File: src/rtl/first_counter.sv
// first_counter: WIDTH-bit up counter with enable and a sticky overflow flag.
// Synchronous active-high reset clears both the count and the flag.
// Build option: define FIRST_COUNTER_SATURATE_EN to make the counter stop at
// its maximum value instead of wrapping to zero. The overflow flag is set
// the same way in both builds. The default build (macro undefined) wraps.
// Only WIDTH=4 is a supported build.
module first_counter #(
   parameter int WIDTH = 4
) (
   input  logic             clk,
   input  logic             reset,
   input  logic             enable,
   output logic [WIDTH-1:0] counter_out,
   output logic             overflow_out
);

   logic [WIDTH-1:0] count_reg;
   logic [WIDTH-1:0] count_next;
   logic             overflow_reg;
   logic             overflow_next;
   logic             at_max;

   // The count is at its maximum value when every bit is set.
   assign at_max = &count_reg;

   // Next-state: increment when enabled; at the maximum either wrap or saturate, and latch overflow.
   always_comb begin
      count_next    = count_reg;
      overflow_next = overflow_reg;
      if (enable) begin
         if (at_max) begin
`ifdef FIRST_COUNTER_SATURATE_EN
            count_next = count_reg;
`else
            count_next = '0;
`endif
            overflow_next = 1'b1;
         end else begin
            count_next = count_reg + WIDTH'(1);
         end
      end
   end

   // State registers; reset wins over enable and only acts on the clock edge.
   always_ff @(posedge clk) begin
      if (reset) begin
         count_reg    <= '0;
         overflow_reg <= 1'b0;
      end else begin
         count_reg    <= count_next;
         overflow_reg <= overflow_next;
      end
   end

   assign counter_out  = count_reg;
   assign overflow_out = overflow_reg;

endmodule

File: config.mk
export PLATFORM = sky130hd
export DESIGN_NAME = first_counter
export DESIGN_NICKNAME = d
export VERILOG_FILES = /design/src/rtl/first_counter.sv
export SDC_FILE = /design/constraint.sdc
export NUM_CORES = 1
export LEC_CHECK = 0
export CAP_MARGIN = 20
export CORE_AREA = 5 5 42 44
export DETAILED_ROUTE_END_ITERATION = 16
export DIE_AREA = 0 0 47 49
export HOLD_SLACK_MARGIN = 0.12
export PLACE_DENSITY = 0.33
export SLEW_MARGIN = 10
export SYNTH_ARGS = -nofsm -noshare
export SYNTH_HDL_FRONTEND = slang
export SYNTH_SLANG_ARGS = --single-unit
export TNS_END_PERCENT = 10
File: constraint.sdc
create_clock -name clk -period 2.7 [get_ports clk]
set_input_delay 0.54 -clock clk [delete_from_list [all_inputs] [get_ports clk]]
set_output_delay 0.54 -clock clk [all_outputs]
set_load 0.02 [all_outputs]
# Word level (Yosys, flattened, before mapping)
# Cells that the tools add are included.
word_totals:
  register_bits: 5
  out_inout_bits: 5
classes:
  addsub: 1
  n_reduce_logical: 2
  n_mux: 1
ops:
  columns: ["cell", "count"]
  rows:
  - ["AND reduction 5 bit", 1]
  - ["adder 4 x 1 -> 4 bit, second input constant", 1]
  - ["2-to-1 mux 4 bit", 1]
  - ["AND reduction 4 bit", 1]

# Logic depth before layout (Yosys ltp)
# Gate-level depths: netlist of the first run.
depth:
  depth_word: 2
  mapped_depth: 4

# Least setup slack after synthesis of the first run
# Ideal clock, no wire load.
synth_timing:
  kind: "register to register"
  start: "register count_reg[0] (netlist: counter_out[0])"
  end: "register count_reg[2] (netlist: counter_out[2])"
  arrival_time_ps: 928
  n_path_buf: 0
  required_time_ps: 2586
  stages_incl_launch_ff: 5
  synth_period_minus_slack_ps: 1043
  setup_ps: 114
  setup_slack_ps: 1657
  cell_sequence: "dfxtp_1 -> ha_1 -> nand2_1 -> xor2_1 -> nor2_1"
synth_via:
  elab_chain_len: 2
synth_rtl:
  columns: ["element", "line_no", "text"]
  rows:
  - ["start, declared", "17", "logic [WIDTH-1:0] count_reg;"]
  - ["start signal, assigned", "50", "count_reg <= count_next;"]
  - ["adder 4 x 1 -> 4 bit or AND reduction 4 bit (tied branches)", "39, 24", null]
  - ["2-to-1 mux 4 bit (*)", "31", "if (at_max) begin"]
# Mark *: on every way between the ends. The rest lies on a longest branch, timed or not.
# A chain may end at the register's enable or synchronous reset.

# Worst setup path in the final report of the first run
layout_timing:
  start: "register count_reg[0] (netlist: counter_out[0])"
  end: "output counter_out[0]"
layout_lines:
  columns: ["element", "line_no", "text"]
  rows:
  - ["end, declared", "13", "output logic [WIDTH-1:0] counter_out,"]
# No word-level cell between the ends.

==> impl_metrics.ini, run 1 <==
[routing]
wl_per_cell_um = 9.367
drtIter0Drc = 0
final_antenna_net_count = 0
drc = 0
drt_wl_total_um = 459
drt-vias-per-instance = 4.020
route.vias.total = 197
first_pass_iters = 1

[worst_setup_path]
worst-path-buf-inv = 1
crit_path_start_kind = register
end_kind = output port
crit_required_ns = 2.16
arrival_ns = 1.28
r2r_slack_ns = 1.69
crit_type = register to output port
path_max_fanout = 6
rr_endpoint = counter_out[2]
crit_path_cell_trace = clkdlybuf4s50_1
crit_slowest_cell = clkdlybuf4s50_1
regToRegStartpoint = counter_out[0]
crit_path_max_incr_delay_ns = 0.64
reg2regPathDepth = 4
critical_path.top_delay_family = buffers and inverters

[floorplan]
start_util = 0.1455
ios = 8
fp.dieArea_mm2 = 0.002303
core_area_mm2 = 0.001401
die_w_um = 47
rows = 14
die_h_um = 49

[grt]
grt_pass1_wl_um = 793
gr-usage-all-layers = 0.04715
grt-ovfl-total = 0
grt_pass1_vias = 199
grt_max_degree = 7
grt_antenna_before_repair = 0

[timing]
setup_viol = 0
grt_setup_unrepaired = false
tightest_slew_ns = 0.2256
period_minus_slack_ns = 1.816
setup-tns-final_ns = 0
max_slew_margin = 0.8492
hold_viol = 0
fmax_ghz = 0.5508
maxSlewViolCount = 0
fin_hold_ws_ns = 0.4825
layout_worst_path_cycle_share = 0.6725
finClkSkew_ns = 0.0001182

[synth]
yosys.area_share.xor_xnor = 0.04294
ys_seq_area_frac = 0.4908
synth_top_family_by_area = simple AND/OR/NAND/NOR gates
synthSimpleGateAreaFrac = 0.2515
avgSynthCellArea_um2 = 9.270
syn-cell-area_um2 = 203.9
synth-compound-area-share = 0.1043
syn_inst = 22
synth_cell_type_count = 12
synth_fa_ha_area_frac = 0.06135
synthMuxAreaShare = 0.04908
ys_ff_latch = 5
synth_nets = 26
yosysWarnings = 0

[finish]
drive_above_1_share = 0.09091
final_util = 0.2286
final_nets = 38
nFillCells = 163
diodes = 0
area_growth_pct = 57.05

[pwr]
fin_total_pwr_uw = 181.8
pwr_density_cell_mw_per_mm2 = 567.6
ir_drop_uv = 221.3
leakage_nw = 0.1195

[clock_network]
cts.sinks = 5
clk_latency_ns = 0.23
cts_tree = built
clk_pin_slew_worst_paths_ns = 0.04
cts-root-buf = clkbuf_4
cts_hold_buf = 0
htreeDepth = 1
post_cts_resized = 0
clockBufferDepth = 2
cts_buffers = 3
postCtsSetupBuffers = 0

[placement]
placement.io_buffers = 7
place_hpwl_um = 367.9
gp_congestion = 0.7146

[hold_path]
hp-class = register to register
worst_hold_path.num_cells = 2
holdPathEnd = overflow_out
worstHoldStart = overflow_out

[job]
maxCapViolCount = 0

[outcome]
outcome = complete, no violations
## metal layers
layer  part of all wire  GRT usage  vias to the layer above
met2               0.55    0.07240                        3
li1                   -          -                      100
met5                  0          0                        -
met1               0.41    0.05044                       94
met4                  0    0.04147                        0
met3              0.037    0.01107                        0
## flip-flops by register name, indices dropped and copies added, names as in the netlist
signal        count
counter_out       4
overflow_out      1
## per-stage QoR
step           worst slack (ns)  cell area (um^2)  std cells
5_1_grt                  0.8184             320.3         49
2_1_floorplan             1.657             203.9         22
6_report                 0.8843             320.3         49
3_3_place_gp              1.087             294.0         45
4_1_cts                  0.8705             320.3         49
3_5_place_dp              1.065             294.0         45
## cells in the mapped netlist
| cell type | count | area share |
|---|---|---|
| nor2_1 | 4 | 0.074 |
| o22ai_1 | 1 | 0.031 |
| nand2b_1 | 1 | 0.031 |
| ha_1 | 1 | 0.061 |
| a21oi_1 | 3 | 0.074 |
| nand3b_1 | 1 | 0.037 |
| mux2i_1 | 1 | 0.049 |
| nand3_1 | 2 | 0.049 |
| nand2_1 | 1 | 0.018 |
| xor2_1 | 1 | 0.043 |
| dfxtp_1 | 5 | 0.49 |
| and4_1 | 1 | 0.043 |
## report_power, final
group,switching [mW],leakage [nW],internal [mW]
combinational,0.00852,0.0639,0.00992
clock,0.0279,0.0150,0.0557
sequential,0.00321,0.0407,0.0766
## placed cells by master, fill, tap and decap left out, drive strengths merged
| cell type | instances |
|---|---|
| and4 | 1 |
| clkdlybuf4s50 | 7 |
| clkbuf | 4 |
| dfxtp | 5 |
| mux2i | 1 |
| nand3b | 1 |
| o22ai | 1 |
| ha | 1 |
| nor2 | 4 |
| nand3 | 2 |
| nand2 | 1 |
| xor2 | 1 |
| nand2b | 1 |
| a21oi | 3 |
## final cells by class
cell class | count | area (um^2) | share of cell area
well taps | 16 | 20.02 | 0.06250
flip-flops and latches | 5 | 100.1 | 0.3125
repair buffers | 7 | 70.07 | 0.2188
multi-input cells | 17 | 103.9 | 0.3242
clock buffers | 4 | 26.28 | 0.08203
## worst max path at each step
stage / startpoint / to / cells after the start
2_1_floorplan: counter_out[0] / counter_out[2] / 4
3_3_place_gp: enable / overflow_out / 4
3_5_place_dp: enable / overflow_out / 4
4_1_cts: counter_out[0] / counter_out[0] / 1
5_1_grt: counter_out[2] / counter_out[2] / 1
6_report: counter_out[0] / counter_out[0] / 1
## cells by family after synthesis
group,after synthesis
compound gates,4
xor+xnor,1
fa+ha+maj,1
flops,5
mux,1
simple gates,10
Power figures use the tool's default switching activity.
==> run 2, diff against run 1 <==
--- a/config.mk
+++ b/config.mk
@@ -10,7 +10,7 @@
 export DETAILED_ROUTE_END_ITERATION = 16
 export DIE_AREA = 0 0 47 49
 export HOLD_SLACK_MARGIN = 0.12
-export PLACE_DENSITY = 0.33
+export PLACE_DENSITY = 0.34
 export SLEW_MARGIN = 10
 export SYNTH_ARGS = -nofsm -noshare
 export SYNTH_HDL_FRONTEND = slang
==> constraint.sdc (replaced) <==
create_clock -name clk -period 1.6 [get_ports clk]
set_input_delay 0.32 -clock clk [delete_from_list [all_inputs] [get_ports clk]]
set_output_delay 0.32 -clock clk [all_outputs]
set_load 0.02 [all_outputs]
==> run 2 against run 1 <==
Compared with the run above:
- power rose by 73%
- die area stayed put
- sequential power up 69%
- flip-flop and latch count unchanged
- global-route usage up 0.074 points
- critical path depth did not move
- register-to-register slack worse by 1.1 ns
- non-clock buffer count is the same
- via count grew 5.6%
- combinational power up 61%
- core utilization down 0.089 points
- clock skew increased by 0.0015 ns
==> impl_metrics.ini, run 2 (synthesized netlist as in run 1, its figures left out) <==
[grt]
grt_pass1_vias = 168
grt_max_degree = 7
grt_antenna_before_repair = 0
gr-usage-all-layers = 0.04789
grt_pass1_wl_um = 703
grt-ovfl-total = 0

[floorplan]
core_area_mm2 = 0.001401
rows = 14
die_w_um = 47
ios = 8
die_h_um = 49
fp.dieArea_mm2 = 0.002303
start_util = 0.1455

[clock_network]
clockBufferDepth = 2
cts_tree = built
cts.sinks = 5
cts-root-buf = clkbuf_4
htreeDepth = 1
postCtsSetupBuffers = 0
cts_hold_buf = 0
clk_latency_ns = 0.25
post_cts_resized = 3
clk_pin_slew_worst_paths_ns = 0.05
cts_buffers = 3

[routing]
drt_wl_total_um = 505
drtIter0Drc = 4
wl_per_cell_um = 10.31
route.vias.total = 208
met2_wirelength_um = 241
routed.top_layer = met3
final_antenna_net_count = 0
drc = 0
wl_met3_um = 40
drt-vias-per-instance = 4.245
first_pass_iters = 4
drt-met1-wl_um = 223

[worst_setup_path]
crit_path_start_kind = register
arrival_ns = 1.18
crit_type = register to output port
crit_slowest_cell = clkdlybuf4s50_1
critical_path.top_delay_family = buffers and inverters
crit_required_ns = 1.28
r2r_slack_ns = 0.61
worst-path-buf-inv = 1
end_kind = output port
crit_path_max_incr_delay_ns = 0.61
crit_path_cell_trace = clkdlybuf4s50_1
path_max_fanout = 2

[timing]
grt_setup_unrepaired = false
setup_viol = 0
maxSlewViolCount = 0
fin_hold_ws_ns = 0.4815
tightest_slew_ns = 0.2262
layout_worst_path_cycle_share = 0.9373
period_minus_slack_ns = 1.500
layout_setup_ws_ns = 0.1004
fmax_ghz = 0.6668
max_slew_margin = 0.8490
finClkSkew_ns = 0.001617
hold_viol = 0
setup-tns-final_ns = 0

[placement]
pre_cts_ws_ns = 0.2112
placement.io_buffers = 7
gp_congestion = 0.7606

[outcome]
outcome = complete, no violations

[finish]
layout_common_cells = 5 x dfxtp_1, 4 x nor2_1
area_growth_pct = 56.44
largest_reg_flops = 4
multi_input_area_um2 = 103.9
nFillCells = 170
seqCellArea_um2 = 100.1
drive_above_1_share = 0.09091
final_nets = 38
diodes = 0
layout_commonest_cell = dfxtp_1

[hold_path]
hp-class = register to register

[job]
maxCapViolCount = 0

[pwr]
pwr_density_cell_mw_per_mm2 = 985.9
ir_drop_uv = 300.6
leakage_nw = 0.1494
[run 2: cell count changes in the layout (fill, tap and decap cells not counted)]
cell	previous run	this run
dlygate4sd2_1	0	3
dlymetal6s2s_1	0	1
clkdlybuf4s50_1	7	3
[run 2: worst register-to-register path, stage by stage (launching register included)]
cell and delay (ns):
dfxtp_1 0.40, ha_1 0.21, nand2_1 0.07, xor2_1 0.14, nor2_1 0.05
[run 2: metrics by stage]
step	power (mW)	std cells	cell area (um^2)	util
final	0.3146	49	319.1	0.2277
after floorplan	0.1497	22	203.9	-
after global placement	0.1680	45	294.0	0.2098
after detailed placement	0.1680	45	294.0	0.2098
after global routing	0.3280	49	319.1	0.2277
after CTS	0.3220	49	316.6	0.2259
[run 2: report_power, final]
part | switching [mW] | total (mW) | leakage [nW] | internal (mW)
clock | 0.0559 | 0.150 | 0.0150 | 0.0946
combinational | 0.0145 | 0.0296 | 0.0938 | 0.0151
sequential | 0.00547 | 0.135 | 0.0407 | 0.129
[run 2: cell type report]
class                   instances  share of cell area
clock buffers                   4             0.08235
multi-input cells              17              0.3255
flip-flops and latches          5              0.3137
well taps                      16             0.06275
repair buffers                  7              0.2157
[run 2: path summary, 6_finish.rpt]
path / to / cells after the start / startpoint
max: overflow_out / 1 / overflow_out
min: overflow_out / 2 / overflow_out
max reg2reg: counter_out[2] / 4 / counter_out[0]
min reg2reg: overflow_out / 2 / overflow_out
[run 2: metal layers]
metal	track usage	vias to the layer above
met3	0.03321	0
met2	0.06109	8
met5	0	-
met1	0.04396	100
li1	-	100
met4	0.05530	0
